$ cat config.mk
export PLATFORM = sky130hd
export DESIGN_NAME = alu_scheduler
export DESIGN_NICKNAME = d
export VERILOG_FILES = /design/src/rtl/alu_pkg.sv /design/src/rtl/alu_core.sv /design/src/rtl/alu_scheduler.sv
export SDC_FILE = /design/constraint.sdc
export NUM_CORES = 2
export LEC_CHECK = 0
export CORE_ASPECT_RATIO = 0.5
export CORE_MARGIN = 5
export CORE_UTILIZATION = 47
export DETAILED_ROUTE_END_ITERATION = 8
export DONT_BUFFER_PORTS = 1
export SLEW_MARGIN = 20
export SYNTH_ARGS = -nofsm -noshare
export SYNTH_HDL_FRONTEND = slang
export SYNTH_SLANG_ARGS = --single-unit
$ cat constraint.sdc
create_clock -name CLK -period 8.5 [get_ports CLK]
set_input_delay 1.7 -clock CLK [delete_from_list [all_inputs] [get_ports CLK]]
set_output_delay 1.7 -clock CLK [all_outputs]
set_load 0.02 [all_outputs]
$ cat src/rtl/alu_pkg.sv
// Shared definitions for the ALU scheduler: default widths, opcodes and
// the scheduler state encoding.
package alu_pkg;

  localparam int DEFAULT_WIDTH = 32;
  localparam int DEFAULT_CNT_W = 16;

  localparam logic [2:0] OP_ADD = 3'b000;
  localparam logic [2:0] OP_AND = 3'b001;
  localparam logic [2:0] OP_OR  = 3'b010;
  localparam logic [2:0] OP_MUL = 3'b011;
  localparam logic [2:0] OP_SUB = 3'b100;
  localparam logic [2:0] OP_SLT = 3'b101;

  typedef enum logic [1:0] {
    S_IDLE = 2'd0,
    S_EXEC = 2'd1,
    S_RESP = 2'd2
  } state_t;

endpackage

$ cat src/rtl/alu_core.sv
// Registered ALU: computes on A/B/Sel and captures the result and zero flag
// on the clock edge where EN is high; otherwise R holds its value.
module alu_core
  import alu_pkg::*;
#(
  parameter int WIDTH = DEFAULT_WIDTH
) (
  input  logic             CLK,
  input  logic             RST_N,
  input  logic             EN,
  input  logic [WIDTH-1:0] A,
  input  logic [WIDTH-1:0] B,
  input  logic [2:0]       Sel,
  output logic [WIDTH-1:0] R,
  output logic             Zflag
);

  logic [WIDTH-1:0] w_res;

  // Combinational opcode decode; reserved opcodes produce zero.
  always_comb begin
    // NOTE: default assigned first so no path leaves w_res unassigned (no latch).
    w_res = '0;
    case (Sel)
      OP_ADD:  w_res = A + B;
      OP_AND:  w_res = A & B;
      OP_OR:   w_res = A | B;
      OP_MUL:  w_res = A * B;
      OP_SUB:  w_res = A - B;
      OP_SLT:  w_res = {{(WIDTH-1){1'b0}}, (A < B)};
      default: w_res = '0;
    endcase
  end

  // Result register, updated only when the scheduler enables execution.
  always_ff @(posedge CLK or negedge RST_N) begin
    if (!RST_N) begin
      R     <= '0;
      Zflag <= 1'b0;
    end else if (EN) begin
      // NOTE: non-blocking so every flop samples pre-edge values together.
      R     <= w_res;
      Zflag <= (w_res == '0);
    end
  end

endmodule

$ cat src/rtl/alu_scheduler.sv
// Round-robin scheduler sharing one registered ALU between two requesters.
// IDLE grants and latches operands, EXEC clocks the ALU, RESP returns the
// result with a DONE pulse and bumps the owner's completion counter.
module alu_scheduler
  import alu_pkg::*;
#(
  parameter int WIDTH = DEFAULT_WIDTH,
  parameter int CNT_W = DEFAULT_CNT_W
) (
  input  logic             CLK,
  input  logic             RST_N,
  input  logic             REQ0,
  input  logic             REQ1,
  input  logic [WIDTH-1:0] OPA0,
  input  logic [WIDTH-1:0] OPB0,
  input  logic [WIDTH-1:0] OPA1,
  input  logic [WIDTH-1:0] OPB1,
  input  logic [2:0]       SEL0,
  input  logic [2:0]       SEL1,
  output logic             GNT0,
  output logic             GNT1,
  output logic             DONE0,
  output logic             DONE1,
  output logic [WIDTH-1:0] RESULT,
  output logic             ZFLAG,
  output logic             BUSY,
  output logic [CNT_W-1:0] OPS0,
  output logic [CNT_W-1:0] OPS1
);

  state_t           r_state;
  state_t           w_next_state;
  logic             r_last;      // port granted most recently
  logic             r_owner;     // port owning the in-flight operation
  logic [WIDTH-1:0] r_opa;
  logic [WIDTH-1:0] r_opb;
  logic [2:0]       r_sel;
  logic             w_grant;
  logic             w_winner;
  logic             w_respond;
  logic             w_alu_en;
  logic [WIDTH-1:0] w_alu_r;
  logic             w_alu_z;

  // Next-state, arbitration and response decode.
  always_comb begin
    w_next_state = r_state;
    w_grant      = 1'b0;
    w_winner     = 1'b0;
    w_respond    = 1'b0;
    case (r_state)
      S_IDLE: begin
        if (REQ0 || REQ1) begin
          w_grant      = 1'b1;
          w_next_state = S_EXEC;
          // On a tie the port that did not win last time goes first.
          w_winner     = (REQ0 && REQ1) ? ~r_last : REQ1;
        end
      end
      S_EXEC:  w_next_state = S_RESP;
      S_RESP: begin
        w_respond    = 1'b1;
        w_next_state = S_IDLE;
      end
      default: w_next_state = S_IDLE;
    endcase
  end

  assign w_alu_en = (r_state == S_EXEC);

  // State register.
  always_ff @(posedge CLK or negedge RST_N) begin
    if (!RST_N) r_state <= S_IDLE;
    else        r_state <= w_next_state;
  end

  // Grant pulse plus operand/owner capture on the granting edge.
  always_ff @(posedge CLK or negedge RST_N) begin
    if (!RST_N) begin
      GNT0    <= 1'b0;
      GNT1    <= 1'b0;
      r_last  <= 1'b1;
      r_owner <= 1'b0;
      r_opa   <= '0;
      r_opb   <= '0;
      r_sel   <= '0;
    end else begin
      GNT0 <= w_grant & ~w_winner;
      GNT1 <= w_grant &  w_winner;
      if (w_grant) begin
        r_last  <= w_winner;
        r_owner <= w_winner;
        r_opa   <= w_winner ? OPA1 : OPA0;
        r_opb   <= w_winner ? OPB1 : OPB0;
        r_sel   <= w_winner ? SEL1 : SEL0;
      end
    end
  end

  // Result return: DONE pulse to the owner, result/flag held between ops.
  always_ff @(posedge CLK or negedge RST_N) begin
    if (!RST_N) begin
      DONE0  <= 1'b0;
      DONE1  <= 1'b0;
      RESULT <= '0;
      ZFLAG  <= 1'b0;
    end else begin
      DONE0 <= w_respond & ~r_owner;
      DONE1 <= w_respond &  r_owner;
      if (w_respond) begin
        RESULT <= w_alu_r;
        ZFLAG  <= w_alu_z;
      end
    end
  end

  // Busy covers the EXEC and RESP cycles.
  always_ff @(posedge CLK or negedge RST_N) begin
    if (!RST_N) BUSY <= 1'b0;
    else        BUSY <= (w_next_state != S_IDLE);
  end

  // Per-port completed-operation counters, wrapping naturally.
  always_ff @(posedge CLK or negedge RST_N) begin
    if (!RST_N) begin
      OPS0 <= '0;
      OPS1 <= '0;
    end else if (w_respond) begin
      if (r_owner) OPS1 <= OPS1 + CNT_W'(1);
      else         OPS0 <= OPS0 + CNT_W'(1);
    end
  end

  alu_core #(.WIDTH(WIDTH)) u_alu_core (
    .CLK   (CLK),
    .RST_N (RST_N),
    .EN    (w_alu_en),
    .A     (r_opa),
    .B     (r_opb),
    .Sel   (r_sel),
    .R     (w_alu_r),
    .Zflag (w_alu_z)
  );

endmodule

# After elaboration in Yosys (flattened, before gate mapping)
# Cells that the tools add are included.
[word_totals] reg_bits=174 inputBits=138 elab_cells=59 out_inout_bits=70
[classes] addsub=4 bitwise=9 mux=12 eq_ne=7 reduce_logical=8 order_cmp=1 mul=1
[ops] cell="$pmux W32 S6" count=1
[ops] cell="$mux W32" count=2
[ops] cell="$add A16 B1 Y16 const B" count=2
[ops] cell="$add A32 B32 Y32" count=1
[ops] cell="$and A32 B32 Y32" count=1
[ops] cell="$logic_not A32 Y1" count=1
[ops] cell="$lt A32 B32 Y1" count=1
[ops] cell="$mul A32 B32 Y32" count=1
[ops] cell="$or A32 B32 Y32" count=1
[ops] cell="$sub A32 B32 Y32" count=1
[ops] cell="$eq A3 B2 Y1 const B" count=2
[ops] cell="$eq A3 B3 Y1 const B" count=2
[ops] cell="$mux W1" count=6
[ops] cell="$and A1 B1 Y1" count=4
[ops] cell="$pmux W2 S2" count=1
[ops] cell="$reduce_and A2 Y1" count=2
[ops] cell="$eq A3 B1 Y1 const B" count=1
[ops] cell="$logic_not A3 Y1" count=1
[ops] cell="$mux W3" count=1
[ops] cell="$not A1 Y1" count=3
[ops] cell="$eq A2 B1 Y1 const B" count=1
[ops] cell="$eq A2 B2 Y1 const B" count=1
[ops] cell="$logic_not A2 Y1" count=1
[ops] cell="$mux W2" count=1
[ops] cell="3 further kinds" count=3

# Longest topological paths before layout
[depth] depth_word=6 depth_mapped=31 mapped_depth_nobuf=28

# Cells and area by module
# A second synthesis with hierarchy kept.
[hier_totals] cells_unflattened=3049 area_unflattened_um2=27088.5
[by_module_without_submodules] mod="alu_core" n_inst=1 seq_area_each_um2=825.8 cells_per_inst=2616 area_each_um2=21272.9
[by_module_without_submodules] mod="alu_scheduler" n_inst=1 seq_area_each_um2=3529.6 cells_per_inst=433 area_each_um2=5815.6

# Least setup slack after synthesis
# OpenSTA, ideal clock, no wires.
[synth_timing] path_type="reg-to-reg" startpoint="reg r_opb[2]" endpoint="reg u_alu_core.Zflag" n_path_buf=3 required_time_ns=8.396 synth_period_minus_slack_ns=7.691 path_slack_ns=0.809 setup_ns=0.104 t_arrival_ns=7.587 path_stages_with_launch=29 cell_sequence="dfrtp_1 clkbuf_1 inv_1 buf_1 nor2_1 fa_1 inv_1 fa_1 fa_1 fa_1 inv_1 fa_1 inv_1 fa_1 inv_1 fa_1 fa_1 ha_1 clkbuf_1 a41oi_1 o221a_2 o21ai_0 o31ai_1 o211ai_1 and3_1 o21ai_0 o21ai_0 a211o_1 o41ai_2"
[synth_via] elab_chain_len=3 word_cells_on_any_way=8 cone_classes="add/sub (2); mul (1); order compare (1); mux (1); bitwise (2); reduce/logical (1)"
[synth_rtl] item="from (decl)" line="alu_scheduler.sv:36" text="logic [WIDTH-1:0] r_opb;"
[synth_rtl] item="from (signal assigned)" line="alu_scheduler.sv:94" text="r_opb <= w_winner ? OPB1 : OPB0;"
[synth_rtl] item="$mul A32 B32 Y32, or another cell as far along" line="alu_core.sv:28" text="OP_MUL: w_res = A * B;"
[synth_rtl] item="$pmux W32 S6 (*)" line="alu_core.sv:24" text="case (Sel)"
[synth_rtl] item="$logic_not A32 Y1 (*)" line="alu_core.sv:43" text="Zflag <= (w_res == '0);"
[synth_rtl] item="to (signal assigned)" line="alu_core.sv:43"
[synth_rtl] item="to (decl)" line="alu_core.sv:15" text="output logic Zflag"
# Every way passes the cells marked *; elsewhere a longest branch is shown, timed or not.
# A chain may end at the register's enable or synchronous reset.

# Worst setup path after layout
# Same ends and word-level chain as after synthesis.

==> PnR_summary.wiki <==
{| class="wikitable"
! Metric !! Value
|-
| Clock tree from TritonCTS || built
|-
| WL/cell || 27.8 um
|-
| Status || completed
|-
| Routed length on met1 || 46600 um
|-
| Post-Route Hold Slack || 0.476 ns
|-
| Syn nets || 3855
|-
| Worst rel slew slack || 26.7%
|-
| Total via count in the routed design || 23500
|-
| Path type of the worst setup path || reg -> reg
|-
| Aggregate global-route resource usage || 33.9%
|-
| Delay of the slowest cell on the worst path || 0.55 ns
|-
| Maximum number of pins on one net before global-route repair || 175
|-
| Fmax achieved || 120 MHz
|-
| Met3 wire length || 16100 um
|-
| Placeable core region || 57400 um2
|-
| Inserted Clock Buffers || 17
|-
| Clock Skew || 0.0158 ns
|-
| Type of destination of the critical path || flip-flop
|-
| Peak fanout along the critical path || 16
|-
| Worst slack at placement || 0.244 ns
|-
| DRC violations left || 0
|-
| Overall die area || 63300 um2
|-
| Type of origin of the critical path || flip-flop
|-
| Number of top-level pins || 208
|-
| Cell taking the most area after synthesis || sky130_fd_sc_hd__fa_1
|-
| Clock-pin slew on the worst setup and hold paths || 0.08 ns
|-
| Kind of cell with the highest combined delay on the critical path || adder cells
|-
| Highest metal layer with signal wires || met4
|-
| DR WL met2 || 41700 um
|-
| Final setup margin || 0.198 ns
|-
| Overflow left after global routing || 0
|-
| FF+latch count, synth || 174
|-
| DP Cell Count || 3831
|-
| Cell with the largest stage delay on the worst path || sky130_fd_sc_hd__fa_1
|-
| Max cap viols || 0
|-
| Clock network latency to the later pin of the worst-skew pair || 0.47 ns
|-
| Final #Nets || 3854
|-
| Level count of the clock H-tree || 4
|-
| Mapped Cells || 3086
|-
| Clock period minus worst slack || 8.30 ns
|-
| Req. time, crit path || 8.87 ns
|-
| Setup TNS Final || 0 ns
|-
| Final count of hold timing violations || 0
|-
| Arrival @ worst endpoint || 8.67 ns
|-
| CTS root buffer || sky130_fd_sc_hd__clkbuf_16
|-
| Dominant cell by count in the synthesized netlist || sky130_fd_sc_hd__inv_1
|-
| Count of non-filler cells in the finished layout || 3866
|-
| Starting DRT DRC Count || 2760
|-
| Setup repair after global routing missed its margin || no
|-
| Antenna violations before repair || 1
|-
| Final ANT Viol Nets || 0
|-
| Largest cells by area after synthesis || sky130_fd_sc_hd__fa_1, sky130_fd_sc_hd__dfrtp_1, sky130_fd_sc_hd__ha_1
|-
| Row Count || 62
|-
| CP bufs+invs || 4
|-
| DR pass1 iterations || 6
|-
| Drt total wl || 107000 um
|-
| Starting density of the core || 47.6%
|-
| Routability cong. || 1.02
|-
| Antenna Cells || 0
|-
| Unique masters post-synth || 110
|-
| Fraction of synthesized cell area taken by the top area cell type || 30.1%
|-
| Signed area change from the synthesized netlist to the final layout || 7.44%
|-
| Crit share post-route || 97.7%
|-
| Maximum clock path buffer count || 2
|-
| DIE HEIGHT || 180 um
|-
| Transition time of the tightest slew-check pin || 1.10 ns
|-
| Clock net sink count || 174
|-
| Most used standard cells in the synthesized netlist || sky130_fd_sc_hd__inv_1, sky130_fd_sc_hd__fa_1, sky130_fd_sc_hd__nor2_1, sky130_fd_sc_hd__nand2_1, sky130_fd_sc_hd__ha_1
|-
| Number of flops mapped to enable cells by yosys || 0
|-
| Die boundary width || 351 um
|-
| Share of final-layout standard cells stronger than drive strength 1 || 9.13%
|-
| Ys flop type || sky130_fd_sc_hd__dfrtp_1
|-
| Number of setup violations in the final report || 0
|-
| Register area share after synthesis || 15.9%
|-
| Hold WC Path Type || reg -> reg
|-
| Most used cell along the critical path || sky130_fd_sc_hd__fa_1
|-
| Wire length of the first global-routing pass || 158000 um
|-
| Yosys synthesis warning count || 0
|-
| Async SR Flop Fraction || 100%
|-
| Max Slew Vio Count || 0
|-
| Quantity of I/O buffers inserted on ports || 0
|-
| Combined area of all synthesized cells || 27300 um2
|-
| Drt via density || 6.07
|-
| Post-DP HPWL || 87000 um
|-
| Vias in the first global route || 23100
|-
| Mean post-synth cell area || 8.85 um2
|}
## path summary, 6_finish.rpt
| kind | end | slack [ns] | from | depth (start not counted) |
|---|---|---|---|---|
| setup / recovery | u_alu_core.Zflag | 0.20 | r_opb[2] | 25 |
| hold reg to reg | u_alu_core.R[10] | 0.48 | u_alu_core.R[10] | 2 |
| min in group asynchronous | OPS0[12] | 0.93 | RST_N | 0 |
| setup reg to reg | u_alu_core.Zflag | 0.20 | r_opb[2] | 25 |
| max in group asynchronous | r_opb[4] | 7.26 | RST_N | 0 |
| hold / removal | u_alu_core.R[10] | 0.48 | u_alu_core.R[10] | 2 |
## cells in the final DEF (no fill, tap or decap), types with 33 or more instances in the layout
| cell type | n |
|---|---|
| sky130_fd_sc_hd__a21oi_1 | 92 |
| sky130_fd_sc_hd__dfrtp_1 | 170 |
| sky130_fd_sc_hd__xnor2_1 | 100 |
| sky130_fd_sc_hd__inv_1 | 462 |
| sky130_fd_sc_hd__xor2_1 | 34 |
| sky130_fd_sc_hd__o21ai_0 | 141 |
| sky130_fd_sc_hd__mux2_2 | 42 |
| sky130_fd_sc_hd__ha_1 | 220 |
| sky130_fd_sc_hd__fa_1 | 410 |
| sky130_fd_sc_hd__nand2_1 | 349 |
| sky130_fd_sc_hd__o221ai_1 | 61 |
| sky130_fd_sc_hd__nor2_1 | 394 |
| sky130_fd_sc_hd__buf_4 | 139 |
| sky130_fd_sc_hd__mux2i_1 | 33 |
## registers in the layout, indices dropped and copies added, names as in the netlist, 2 cells and up
register / flops
OPS0: 16
r_opa: 32
r_state: 2
OPS1: 16
r_sel: 3
u_alu_core.R: 32
RESULT: 32
r_opb: 32
## timing repair
item / 4_1_cts / 5_1_grt
resized for setup: 0 / 11
hold endpoints to repair: 0 / 0
hold buffers: 0 / 0
endpoints found under the setup margin: 0 / 3
setup buffers: 0 / 3
## layout make-up
class / count / area, um2
fill: 5591 / 28100
timing repair buffer: 142 / 1100
sequential: 174 / 4360
tap: 768 / 961
clock buffer: 18 / 429
multi-input combinational: 2267 / 20500
clock inverter: 14 / 166
inverter: 483 / 1830
## stage by stage
step	utilization [%]	instance area (um2)
2_1_floorplan	-	27300
3_3_place_gp	50.0	28700
3_5_place_dp	50.0	28700
4_1_cts	51.0	29300
5_1_grt	51.1	29300
6_report	51.1	29300
## layer usage
layer,track usage (%),vias up
met2,45.1,1458
met5,0,-
met4,8.40,0
met3,12.9,145
li1,-,9944
met1,51.2,11900
## worst min-delay path: cells and delay by family (launching register included)
kind | cells | cell delay [ns]
simple gates | 2 | 0.10
flops | 1 | 0.34
## kinds of logic after synthesis
logic type / count (synthesis) / synth area share, %
and+or+nand+nor: 918 / 14.6
buffers and inverters: 645 / 9.14
adders and majority gates: 631 / 40.2
AOI/OAI and AO/OA: 509 / 12.9
DFF: 174 / 15.9
xor gates and xnor gates: 134 / 4.30
muxes: 75 / 2.94
Power is not shown: default switching activity piles up to over one toggle a cycle in this logic, so the estimate is an artifact.
